==> src/rtl/keypad_pkg.sv <==
// Shared keypad types and constants: the physical-key-to-code map, the
// event FSM states and the frame classification.
package keypad_pkg;

  localparam logic [3:0] KEY_DIV = 4'ha;
  localparam logic [3:0] KEY_MUL = 4'hb;
  localparam logic [3:0] KEY_PM  = 4'hc;
  localparam logic [3:0] KEY_AC  = 4'hd;
  localparam logic [3:0] KEY_ANS = 4'he;
  localparam logic [3:0] KEY_EQ  = 4'hf;

  // Indexed by {row, col}; calculator layout, row 0 at the top.
  localparam logic [3:0] KEYMAP [16] = '{
    4'h7, 4'h8,    4'h9,   KEY_DIV,
    4'h4, 4'h5,    4'h6,   KEY_MUL,
    4'h1, 4'h2,    4'h3,   KEY_PM,
    4'h0, KEY_ANS, KEY_EQ, KEY_AC
  };

  typedef enum logic [2:0] {
    ST_IDLE,
    ST_DEBOUNCE,
    ST_SETUP,
    ST_STROBE,
    ST_RELEASE
  } kp_state_e;

  typedef enum logic [1:0] {
    FR_NONE,
    FR_SINGLE,
    FR_MULTI
  } frame_e;

endpackage

==> src/rtl/keypad_scan_sync2.sv <==
// Parameterized-width two-flop synchronizer for asynchronous inputs.
module sync2 #(
  parameter int             W       = 1,
  parameter logic [W-1:0]   RST_VAL = '0
) (
  input  logic         sw_clk,
  input  logic         rst,
  input  logic [W-1:0] d,
  output logic [W-1:0] q
);

  logic [W-1:0] sync_p0;
  logic [W-1:0] sync_p1;

  always_ff @(posedge sw_clk or negedge rst) begin
    if (!rst) begin
      sync_p0 <= RST_VAL;
      sync_p1 <= RST_VAL;
    end else begin
      sync_p0 <= d;
      sync_p1 <= sync_p0;
    end
  end

  assign q = sync_p1;

endmodule

==> src/rtl/keypad_scan.sv <==
// 4x4 matrix keypad scanner: row scan, per-frame classification, debounce
// and a single strobed key event per physical press.
module keypad_scan
  import keypad_pkg::*;
#(
  parameter int SCAN_DIV   = 1000,
  parameter int DEB_FRAMES = 4,
  parameter int STROBE_LEN = 2
) (
  input  logic       sw_clk,
  input  logic       rst,
  input  logic [3:0] key_col,
  output logic [3:0] key_row,
  output logic [4:0] eBCD,
  output logic       key_busy
);

  localparam int DIV_W = $clog2(SCAN_DIV);
  localparam int DEB_W = $clog2(DEB_FRAMES + 1);
  localparam int STB_W = $clog2(STROBE_LEN + 1);

  function automatic logic [1:0] hits_sat(input logic [1:0] a, input logic [1:0] b);
    logic [2:0] s;
    s = {1'b0, a} + {1'b0, b};
    return (s >= 3'd2) ? 2'd2 : s[1:0];
  endfunction

  function automatic logic [DEB_W-1:0] deb_sat_inc(input logic [DEB_W-1:0] x);
    return (x >= DEB_W'(DEB_FRAMES)) ? x : x + DEB_W'(1);
  endfunction

  logic [3:0]       col_s;
  logic [DIV_W-1:0] div_cnt;
  logic [1:0]       row_idx;
  logic             row_end;
  logic             frame_end;

  logic [1:0]       row_hits;
  logic [1:0]       row_col;
  logic [1:0]       acc_hits;
  logic [3:0]       acc_idx;
  logic [1:0]       tot_hits;
  logic [3:0]       cur_idx;
  frame_e           frame_res;
  logic [3:0]       fr_code;

  kp_state_e        state, state_n;
  logic [3:0]       cand_code, cand_n;
  logic [DEB_W-1:0] deb_cnt, deb_n;
  logic [STB_W-1:0] stb_cnt, stb_n;
  logic [3:0]       out_code;
  logic             strobe_q;
  logic             busy_q;

  // Reset to the released level so a reset never looks like a press.
  sync2 #(
    .W       (4),
    .RST_VAL (4'hF)
  ) u_col_sync (
    .sw_clk (sw_clk),
    .rst    (rst),
    .d      (key_col),
    .q      (col_s)
  );

  // Stage: row scan timing, free running in every FSM state.
  assign row_end   = (div_cnt == DIV_W'(SCAN_DIV - 1));
  assign frame_end = row_end && (row_idx == 2'd3);
  assign key_row   = ~(4'b0001 << row_idx);

  always_ff @(posedge sw_clk or negedge rst) begin
    if (!rst) begin
      div_cnt <= '0;
      row_idx <= 2'd0;
    end else if (row_end) begin
      div_cnt <= '0;
      row_idx <= (row_idx == 2'd3) ? 2'd0 : row_idx + 2'd1;
    end else begin
      div_cnt <= div_cnt + DIV_W'(1);
    end
  end

  // Stage: column sampling and frame accumulation.
  always_comb begin
    row_hits = 2'd0;
    row_col  = 2'd0;
    for (int c = 0; c < 4; c++) begin
      if (!col_s[c]) begin
        row_hits = hits_sat(row_hits, 2'd1);
        row_col  = 2'(c);
      end
    end
    tot_hits = hits_sat(acc_hits, row_hits);
    cur_idx  = (row_hits != 2'd0) ? {row_idx, row_col} : acc_idx;
    fr_code  = KEYMAP[cur_idx];
    case (tot_hits)
      2'd0:    frame_res = FR_NONE;
      2'd1:    frame_res = FR_SINGLE;
      default: frame_res = FR_MULTI;
    endcase
  end

  always_ff @(posedge sw_clk or negedge rst) begin
    if (!rst) begin
      acc_hits <= 2'd0;
      acc_idx  <= 4'd0;
    end else if (frame_end) begin
      acc_hits <= 2'd0;
      acc_idx  <= 4'd0;
    end else if (row_end) begin
      acc_hits <= tot_hits;
      acc_idx  <= cur_idx;
    end
  end

  // Stage: event FSM, frame-driven except for the SETUP/STROBE timing.
  always_ff @(posedge sw_clk or negedge rst) begin
    if (!rst) state <= ST_IDLE;
    else      state <= state_n;
  end

  always_comb begin
    state_n = state;
    cand_n  = cand_code;
    deb_n   = deb_cnt;
    stb_n   = stb_cnt;
    case (state)
      ST_IDLE: begin
        if (frame_end && frame_res == FR_SINGLE) begin
          cand_n  = fr_code;
          deb_n   = DEB_W'(1);
          state_n = (DEB_FRAMES <= 1) ? ST_SETUP : ST_DEBOUNCE;
        end
      end
      ST_DEBOUNCE: begin
        if (frame_end) begin
          case (frame_res)
            FR_NONE: begin
              state_n = ST_IDLE;
              deb_n   = '0;
            end
            FR_SINGLE: begin
              if (fr_code == cand_code) begin
                deb_n = deb_sat_inc(deb_cnt);
                if (deb_sat_inc(deb_cnt) == DEB_W'(DEB_FRAMES)) state_n = ST_SETUP;
              end else begin
                cand_n = fr_code;
                deb_n  = DEB_W'(1);
              end
            end
            default: begin
              state_n = ST_RELEASE;
              deb_n   = '0;
            end
          endcase
        end
      end
      ST_SETUP: begin
        state_n = ST_STROBE;
        stb_n   = STB_W'(1);
      end
      ST_STROBE: begin
        if (stb_cnt >= STB_W'(STROBE_LEN)) begin
          state_n = ST_RELEASE;
          deb_n   = '0;
        end else begin
          stb_n = stb_cnt + STB_W'(1);
        end
      end
      ST_RELEASE: begin
        if (frame_end) begin
          if (frame_res == FR_NONE) begin
            deb_n = deb_sat_inc(deb_cnt);
            if (deb_sat_inc(deb_cnt) == DEB_W'(DEB_FRAMES)) begin
              state_n = ST_IDLE;
              deb_n   = '0;
            end
          end else begin
            deb_n = '0;
          end
        end
      end
      default: state_n = ST_IDLE;
    endcase
  end

  // Stage: registered event outputs.
  always_ff @(posedge sw_clk or negedge rst) begin
    if (!rst) begin
      cand_code <= 4'd0;
      deb_cnt   <= '0;
      stb_cnt   <= '0;
      out_code  <= 4'd0;
      strobe_q  <= 1'b0;
      busy_q    <= 1'b0;
    end else begin
      cand_code <= cand_n;
      deb_cnt   <= deb_n;
      stb_cnt   <= stb_n;
      strobe_q  <= (state_n == ST_STROBE);
      if (state_n == ST_SETUP) begin
        out_code <= cand_n;
        busy_q   <= 1'b1;
      end else if (state_n == ST_IDLE) begin
        busy_q   <= 1'b0;
      end
    end
  end

  assign eBCD     = {strobe_q, out_code};
  assign key_busy = busy_q;

  a_strobe_busy : assert property (@(posedge sw_clk) disable iff (!rst) eBCD[4] |-> key_busy);
  a_row_onehot  : assert property (@(posedge sw_clk) disable iff (!rst) $onehot(~key_row));

endmodule
==> config.mk <==
export PLATFORM = sky130hd
export DESIGN_NAME = keypad_scan
export DESIGN_NICKNAME = d
export VERILOG_FILES = /design/src/rtl/keypad_pkg.sv /design/src/rtl/keypad_scan_sync2.sv /design/src/rtl/keypad_scan.sv
export SDC_FILE = /design/constraint.sdc
export NUM_CORES = 1
export LEC_CHECK = 0
export BUFFER_PORTS_ARGS = -buffer_cell sky130_fd_sc_hd__buf_2
export CORE_AREA = 2 2 68 70
export CTS_CLUSTER_DIAMETER = 150
export DETAILED_ROUTE_END_ITERATION = 8
export DIE_AREA = 0 0 70 72
export GPL_TIMING_DRIVEN = 0
export MAX_ROUTING_LAYER = met4
export PLACE_DENSITY = 0.88
export SLEW_MARGIN = 40
export SYNTH_ARGS = -nofsm -noshare
export SYNTH_HDL_FRONTEND = slang
export SYNTH_HIERARCHICAL = 1
export SYNTH_SLANG_ARGS = --single-unit
==> constraint.sdc <==
create_clock -name sw_clk -period 5.38 [get_ports sw_clk]
set_input_delay 0.538 -clock sw_clk [delete_from_list [all_inputs] [get_ports sw_clk]]
set_output_delay 0.538 -clock sw_clk [all_outputs]
set_load 0.01 [all_outputs]
* Word level (Yosys, flattened, before mapping) *
Memories as Yosys holds them, arrays and structs flattened.
Cells that the tools add are included.

storage, ports and cells
  bits in registers = 44
  logic and storage cells = 112
  memories = 1
  ROM bits = 64
  input port bits = 6

memory list
  memory           words  bits a word  read ports  clocked after memory_dff  write ports  RTL line           text
  (no name shown)  16     4            1           0                         0            keypad_scan.sv:95  fr_code = KEYMAP[cur_idx];

operators by class
  bitwise gates (word level) = 2
  $lt $le $gt $ge = 7
  shifts and indexed selects = 1
  equality and inequality tests = 17
  add/subtract/negate cells = 8
  mux-type cells = 50
  reductions and logical operators = 13

operators by type and width
  kind                                                                   number
  3-bit 2-to-1 mux                                                       17
  4-bit 2-to-1 mux                                                       9
  2-bit 2-to-1 mux                                                       13
  3-bit one-hot mux with 5 select lines                                  1
  3-bit by 2-bit equality test with 1-bit output, second input constant  4
  3-bit by 2-bit >= comparator with 1-bit output, second input constant  4
  3-bit one-hot mux with 4 select lines                                  1
  10-bit by 1-bit adder with 10-bit output, second input constant        1
  10-bit equality test, second input constant                            1
  10-bit 2-to-1 mux                                                      1
  2-bit != test, second input constant                                   5
  2-bit by 1-bit adder with 3-bit output, second input constant          3
  2-bit one-hot mux with 2 select lines                                  2
  4-bit one-hot mux with 2 select lines                                  1
  2-bit nonzero test                                                     4
  3-bit equality test, second input constant                             2
  3-bit logical NOT                                                      2
  3-bit one-hot mux with 2 select lines                                  1
  5-bit >= comparator, second input constant                             1
  4-bit NOT with 5-bit output                                            1
  5-bit AND reduction                                                    1
  2-bit by 1-bit adder with 2-bit output, second input constant          2
  2-bit by 1-bit equality test with 1-bit output, second input constant  2
  4-bit equality test                                                    1
  13 further kinds                                                       18

* Logic depth before layout (Yosys ltp) *
  depth after elaboration = 27
  depth in mapped cells = 15
  gate-level depth less buffers = 15

* Hierarchy *
The synthesis kept the hierarchy.

by module, submodules not included
  module       area each (µm²)  instances  cells each
  keypad_scan  2,479.9          1          273
  sync2        210.2            1          8

* Worst setup path before layout *
No wires, ideal clock.

  path kind = reg-to-reg
  from = reg u_col_sync.sync_p1[0] (netlist: u_col_sync/q[0])
  to = reg out_code[0]
  period minus slack after synthesis = 3,465 ps
  data required time = 5,255 ps
  buffers on the path = 1
  library setup time = 125 ps
  stages on the path, launching flop included = 14
  setup slack = 1,915 ps
  arrival = 3,340 ps
  cell sequence = dfstp_2 > inv_1 > ha_1 > nor2_1 > mux4_1 > ha_1 > inv_1 > fa_1 > nand3_1 > or3_1 > nor2_1 > or4b_1 > buf_6 > mux2_4

on the way
  word-level cells in the longest chain between the ends = 25
  elaborated cells on any way between the ends = 42
  classes of those cells = 4 x add/sub; 4 x order compare; 4 x eq/ne; 24 x mux; 1 x bitwise; 4 x reduce/logical; 1 x memory

ends and longest elaborated chain
  element                                              RTL line                 text
  start: declaration                                   keypad_scan_sync2.sv:13  logic [W-1:0] sync_p1;
  start signal: assignment                             keypad_scan_sync2.sv:21  sync_p1 <= sync_p0;
  1-bit 2-to-1 mux (*)                                 keypad_scan.sv:88        if (!col_s[c]) begin
  2-bit by 1-bit adder with 3-bit output               keypad_scan.sv:24        s = {1'b0, a} + {1'b0, b};
  3-bit by 2-bit >= comparator with 1-bit output       keypad_scan.sv:25        return (s >= 3'd2) ? 2'd2 : s[1:0];
  2-bit 2-to-1 mux                                     keypad_scan.sv:25
  2-bit 2-to-1 mux (*)                                 keypad_scan.sv:88
  2-bit by 1-bit adder with 3-bit output               keypad_scan.sv:24
  3-bit by 2-bit >= comparator with 1-bit output       keypad_scan.sv:25
  2-bit 2-to-1 mux                                     keypad_scan.sv:25
  [... 8 more ...]                                     -
  memory 16 x 4 bit                                    -
  4-bit 2-to-1 mux (not written as such) (2 in a row)  keypad_scan.sv:95
  4-bit equality test                                  keypad_scan.sv:143       if (fr_code == cand_code) begin
  3-bit 2-to-1 mux                                     keypad_scan.sv:143
  3-bit one-hot mux with 2 select lines                keypad_scan.sv:137       case (frame_res)
  3-bit 2-to-1 mux                                     keypad_scan.sv:136       if (frame_end) begin
  3-bit one-hot mux with 5 select lines                keypad_scan.sv:127       case (state)
  3-bit by 2-bit equality test with 1-bit output       keypad_scan.sv:201       if (state_n == ST_SETUP) begin
  end signal: assignment                               keypad_scan.sv:202       out_code <= cand_n;
  end: declaration                                     keypad_scan.sv:51        logic [3:0] out_code;

Mark *: on every way between the ends. The rest lies on a longest branch, timed or not. The select of a mux whose other input is x is not followed.
A chain may end at the register's enable or synchronous reset.

* Worst setup path after layout *
  from = reg u_col_sync.sync_p1[1] (netlist: u_col_sync/q[1])
  to = reg busy_q (netlist: key_busy)

on the way
  word-level cells in the longest chain between the ends = 22
  elaborated cells on any way between the ends = 39
  classes of those cells = 3 x add/sub; 3 x order compare; 4 x eq/ne; 21 x mux; 1 x bitwise; 6 x reduce/logical; 1 x memory

ends and longest elaborated chain
  element                                                                              RTL line                                text
  2-bit 2-to-1 mux                                                                     keypad_scan.sv:88
  2-bit by 1-bit adder with 3-bit output                                               keypad_scan.sv:24
  3-bit by 2-bit >= comparator with 1-bit output                                       keypad_scan.sv:25
  2-bit 2-to-1 mux                                                                     keypad_scan.sv:25
  2-bit 2-to-1 mux                                                                     keypad_scan.sv:88
  2-bit by 1-bit adder with 3-bit output                                               keypad_scan.sv:24
  3-bit by 2-bit >= comparator with 1-bit output                                       keypad_scan.sv:25
  2-bit 2-to-1 mux                                                                     keypad_scan.sv:25
  [... 5 more ...]                                                                     -
  4-bit 2-to-1 mux (not written as such) (2 in a row)                                  keypad_scan.sv:95
  4-bit equality test                                                                  keypad_scan.sv:143
  3-bit 2-to-1 mux                                                                     keypad_scan.sv:143
  3-bit one-hot mux with 2 select lines                                                keypad_scan.sv:137
  3-bit 2-to-1 mux                                                                     keypad_scan.sv:136
  3-bit one-hot mux with 5 select lines (*)                                            keypad_scan.sv:127
  3-bit by 2-bit equality test with 1-bit output or 3-bit logical NOT (tied branches)  keypad_scan.sv:201, keypad_scan.sv:204
  1-bit 2-to-1 mux or 2-bit nonzero test (tied branches)                               -
  end signal: assignment                                                               keypad_scan.sv:195                      busy_q <= 1'b0;
  end signal: assignment                                                               keypad_scan.sv:203                      busy_q <= 1'b1;
  end signal: assignment                                                               keypad_scan.sv:205                      busy_q <= 1'b0;
  end: declaration                                                                     keypad_scan.sv:53                       logic busy_q;

Marked as above.

==> impl_results.md <==
* Final ANT Viol Nets at 0
* CORE AREA at approximately 4300 um^2
* Routed len/inst at 14.4 um
* Status: complete, no violations
* CP required at 5550 ps
* Crit. End Element: flip-flop
* Worst Tran Pin Value at 721 ps
* Crit path arrival time at between 4000 and 5000 ps
* Post-synth top cells: 36 x dfrtp_1, 32 x nand2_1, 21 x nor2_1, 20 x inv_1, 20 x o21ai_0
* Non-Filler Instances at 356
* Crit path launch type: flip-flop
* Area Growth Syn to Fin at 9.63%
* Global-route wire length before repair at 9080 um
* H-tree depth at 2
* PostCTS Resize Cnt at 0
* Overflow after GRT at 0
* Vias per cell at 5.92
* CP max FO at 9
* Yosys top cell by area: dfrtp_1
* Syn_area_per_cell at around 9.6 um^2
* Synthesized Nets at 301
* Post-synthesis sequential area ratio at 41.3%
* Maxcap violations at 0
* #FFs+latches synth at 44
* CTS tree: done
* Count leader, synth: dfrtp_1
* Max Clock Freq at between 200 and 300 MHz
* Largest net degree at the start of global routing at 45
* Io pins at 16
* Die H at 72 um
* Max_slew headroom at 51.6%
* Reg power frac at 52.3%
* YS warnings at 6
* Post-synth EDFFs at 0
* Die footprint at 5040 um^2
* Drt total wl at 5130 um
* Worst hold path type: input pin to async pin
* Initial antenna violation count at 0
* Clock skew at 8.72 ps
* Combinational power share at 7.9%
* CTS Hold Bufs at 0
* Ranking of synthesized cells by area: dfrtp_1 33%, dfstp_2 7.8%, ha_1 6.0%
* Std-Cell Rows at 24
* Total CTS buffers at 5
* # Post-CTS Setup Buffers at 0
* Dpl cells at about 350
* GP Congestion at between 0.8 and 0.9
* Clock buffer depth at 2
* DRC at 0
* Sw power at 0.150 mW
* Post-DP HPWL at 3780 um
* FFs w/ async S/R, synth at 100%
* Mapped Area at 2690 um^2
* Cell area power density at 219 nW/um^2
* RSZ-0062 raised after global routing: false
* Period utilization at slightly above 70%
* Clk_lat worst skew at roughly 300 ps
* Pint at 0.497 mW
* Slew Viols, Final at 0
* Total leakage power at 1.37 nW
* Antenna diode count at 0
* Vias at 2,107
* Pre-antenna DRT Iters at 4
* Post-synth top area share at 33.5%
* Peak VDD IR at 0.192 mV
* Clock power share at 39.9%
* Count of final hold-check violations at 0
* Layout cells sized above 1 at 16.1%
* Final net count at ~320
* Total GRT Usage at 23.2%
* Worst Setup Path Type: flip-flop to flip-flop
* Buffers added on ports at 15
* Setup TNS at 0 ps
* Switch share at 23.2%
* CTS Root Cell: clkbuf_8
* Yosys cell types at 64
* Vias in the first global route at 1,945
* Die width at 70 um
* Synth Flop Type: dfrtp_1
* Min Tclk post-route at 3850 ps
* Initial Util at a little over three fifths
* Synth Instances at 281
* Setup Viol. Count Final at 0
* CTS Sinks at 44
* 1st-iter DRT viols at 111
* Clock transition at path regs at 90 ps
==> worst max-delay path: stages (launching register included) <==
cell and delay (ps):
dfstp_2 560, inv_1 50, ha_1 370, nor2_1 100, mux4_1 540, ha_1 210, inv_1 60, fa_1 430
nand3_1 180, or4_1 130, clkbuf_1 270, o21ai_0 190, or3_1 330, nor4_1 160, o21ai_0 140
==> per-layer routing <==
layer,global-route usage [%],vias up,routed length (um)
met5,-,-,0
met4,7.26,0,67
met3,4.72,6,166
met2,36.2,39,2450
met1,31.0,1027,2440
li1,-,1035,-
==> registers in the layout (all words and copies together), names as in the netlist <==
signal and count:
acc_hits 2, acc_idx 4, cand_code 4, deb_cnt 3
div_cnt 10, key_busy 1, out_code 4, row_idx 2
state 3, stb_cnt 2, strobe_q 1, u_col_sync/q 4
u_col_sync/sync_p0 4
==> power groups by stage <==
| stage | Clock, mW | Sequential, mW | Combinational, mW |
|---|---|---|---|
| floorplan | 0 | 0.344 | 0.0348 |
| global placement | 0 | 0.344 | 0.0493 |
| detailed placement | 0 | 0.345 | 0.0509 |
| CTS | 0.265 | 0.338 | 0.0513 |
| global route | 0.279 | 0.339 | 0.0574 |
| finish | 0.258 | 0.338 | 0.0508 |
==> path summary, 6_finish.rpt <==
| path | from | endpoint | slack, ps | depth (start not counted) |
|---|---|---|---|---|
| worst min-delay path | rst | div_cnt[7] | 220 | 1 |
| worst min register to register | u_col_sync/sync_p0[3] | u_col_sync/q[3] | 360 | 0 |
| min in group sw_clk | key_col[0] | u_col_sync/sync_p0[0] | 330 | 1 |
| worst max register to register | u_col_sync/q[1] | key_busy | 1530 | 14 |
| max in group asynchronous | rst | out_code[1] | 4790 | 1 |
| worst max-delay path | u_col_sync/q[1] | key_busy | 1530 | 14 |
==> through the flow <==
step | hold WS [ps] | utilization (%) | area [um^2] | power (mW) | worst slack, ps
floorplan | 242 | - | 2690 | 0.379 | 1910
global placement | 346 | 66.4 | 2830 | 0.394 | 1600
detailed placement | 347 | 66.4 | 2830 | 0.396 | 1580
CTS | 232 | 69.2 | 2950 | 0.655 | 1520
global route | 254 | 69.2 | 2950 | 0.675 | 1050
finish | 218 | 69.2 | 2950 | 0.647 | 1530
==> cell type report <==
class	instances	area (um^2)
clock inverter	3	47.5
multi-input combinational	207	1440
clock buffer	5	68.8
sequential	44	1110
fill	325	1320
tap	52	65.1
timing repair buffer	15	77.6
inverter	20	75.1
buffer	10	61.3
==> cell families after synthesis <==
family / Yosys count / share of synthesized area (%)
AO/OA/AOI/OAI: 63 / 15.7
XOR/XNOR: 10 / 3.77
adder cells (fa/ha/maj): 16 / 7.58
buffers and inverters: 30 / 5.07
flip-flops: 44 / 41.3
multiplexers: 10 / 5.26
AND/OR/NAND/NOR: 108 / 21.3
==> cells in the final DEF (no fill, tap or decap), drive strengths merged, types with 5 or more instances in the layout <==
| cell | n |
|---|---|
| mux2 | 5 |
| dfrtp | 36 |
| inv | 20 |
| nand3 | 11 |
| ha | 13 |
| nand2 | 33 |
| o21ai | 22 |
| a21oi | 10 |
| dfstp | 8 |
| buf | 20 |
| nor2 | 22 |
| clkbuf | 10 |
| xnor2 | 5 |
| nand2b | 5 |
Power figures use the tool's default switching activity.
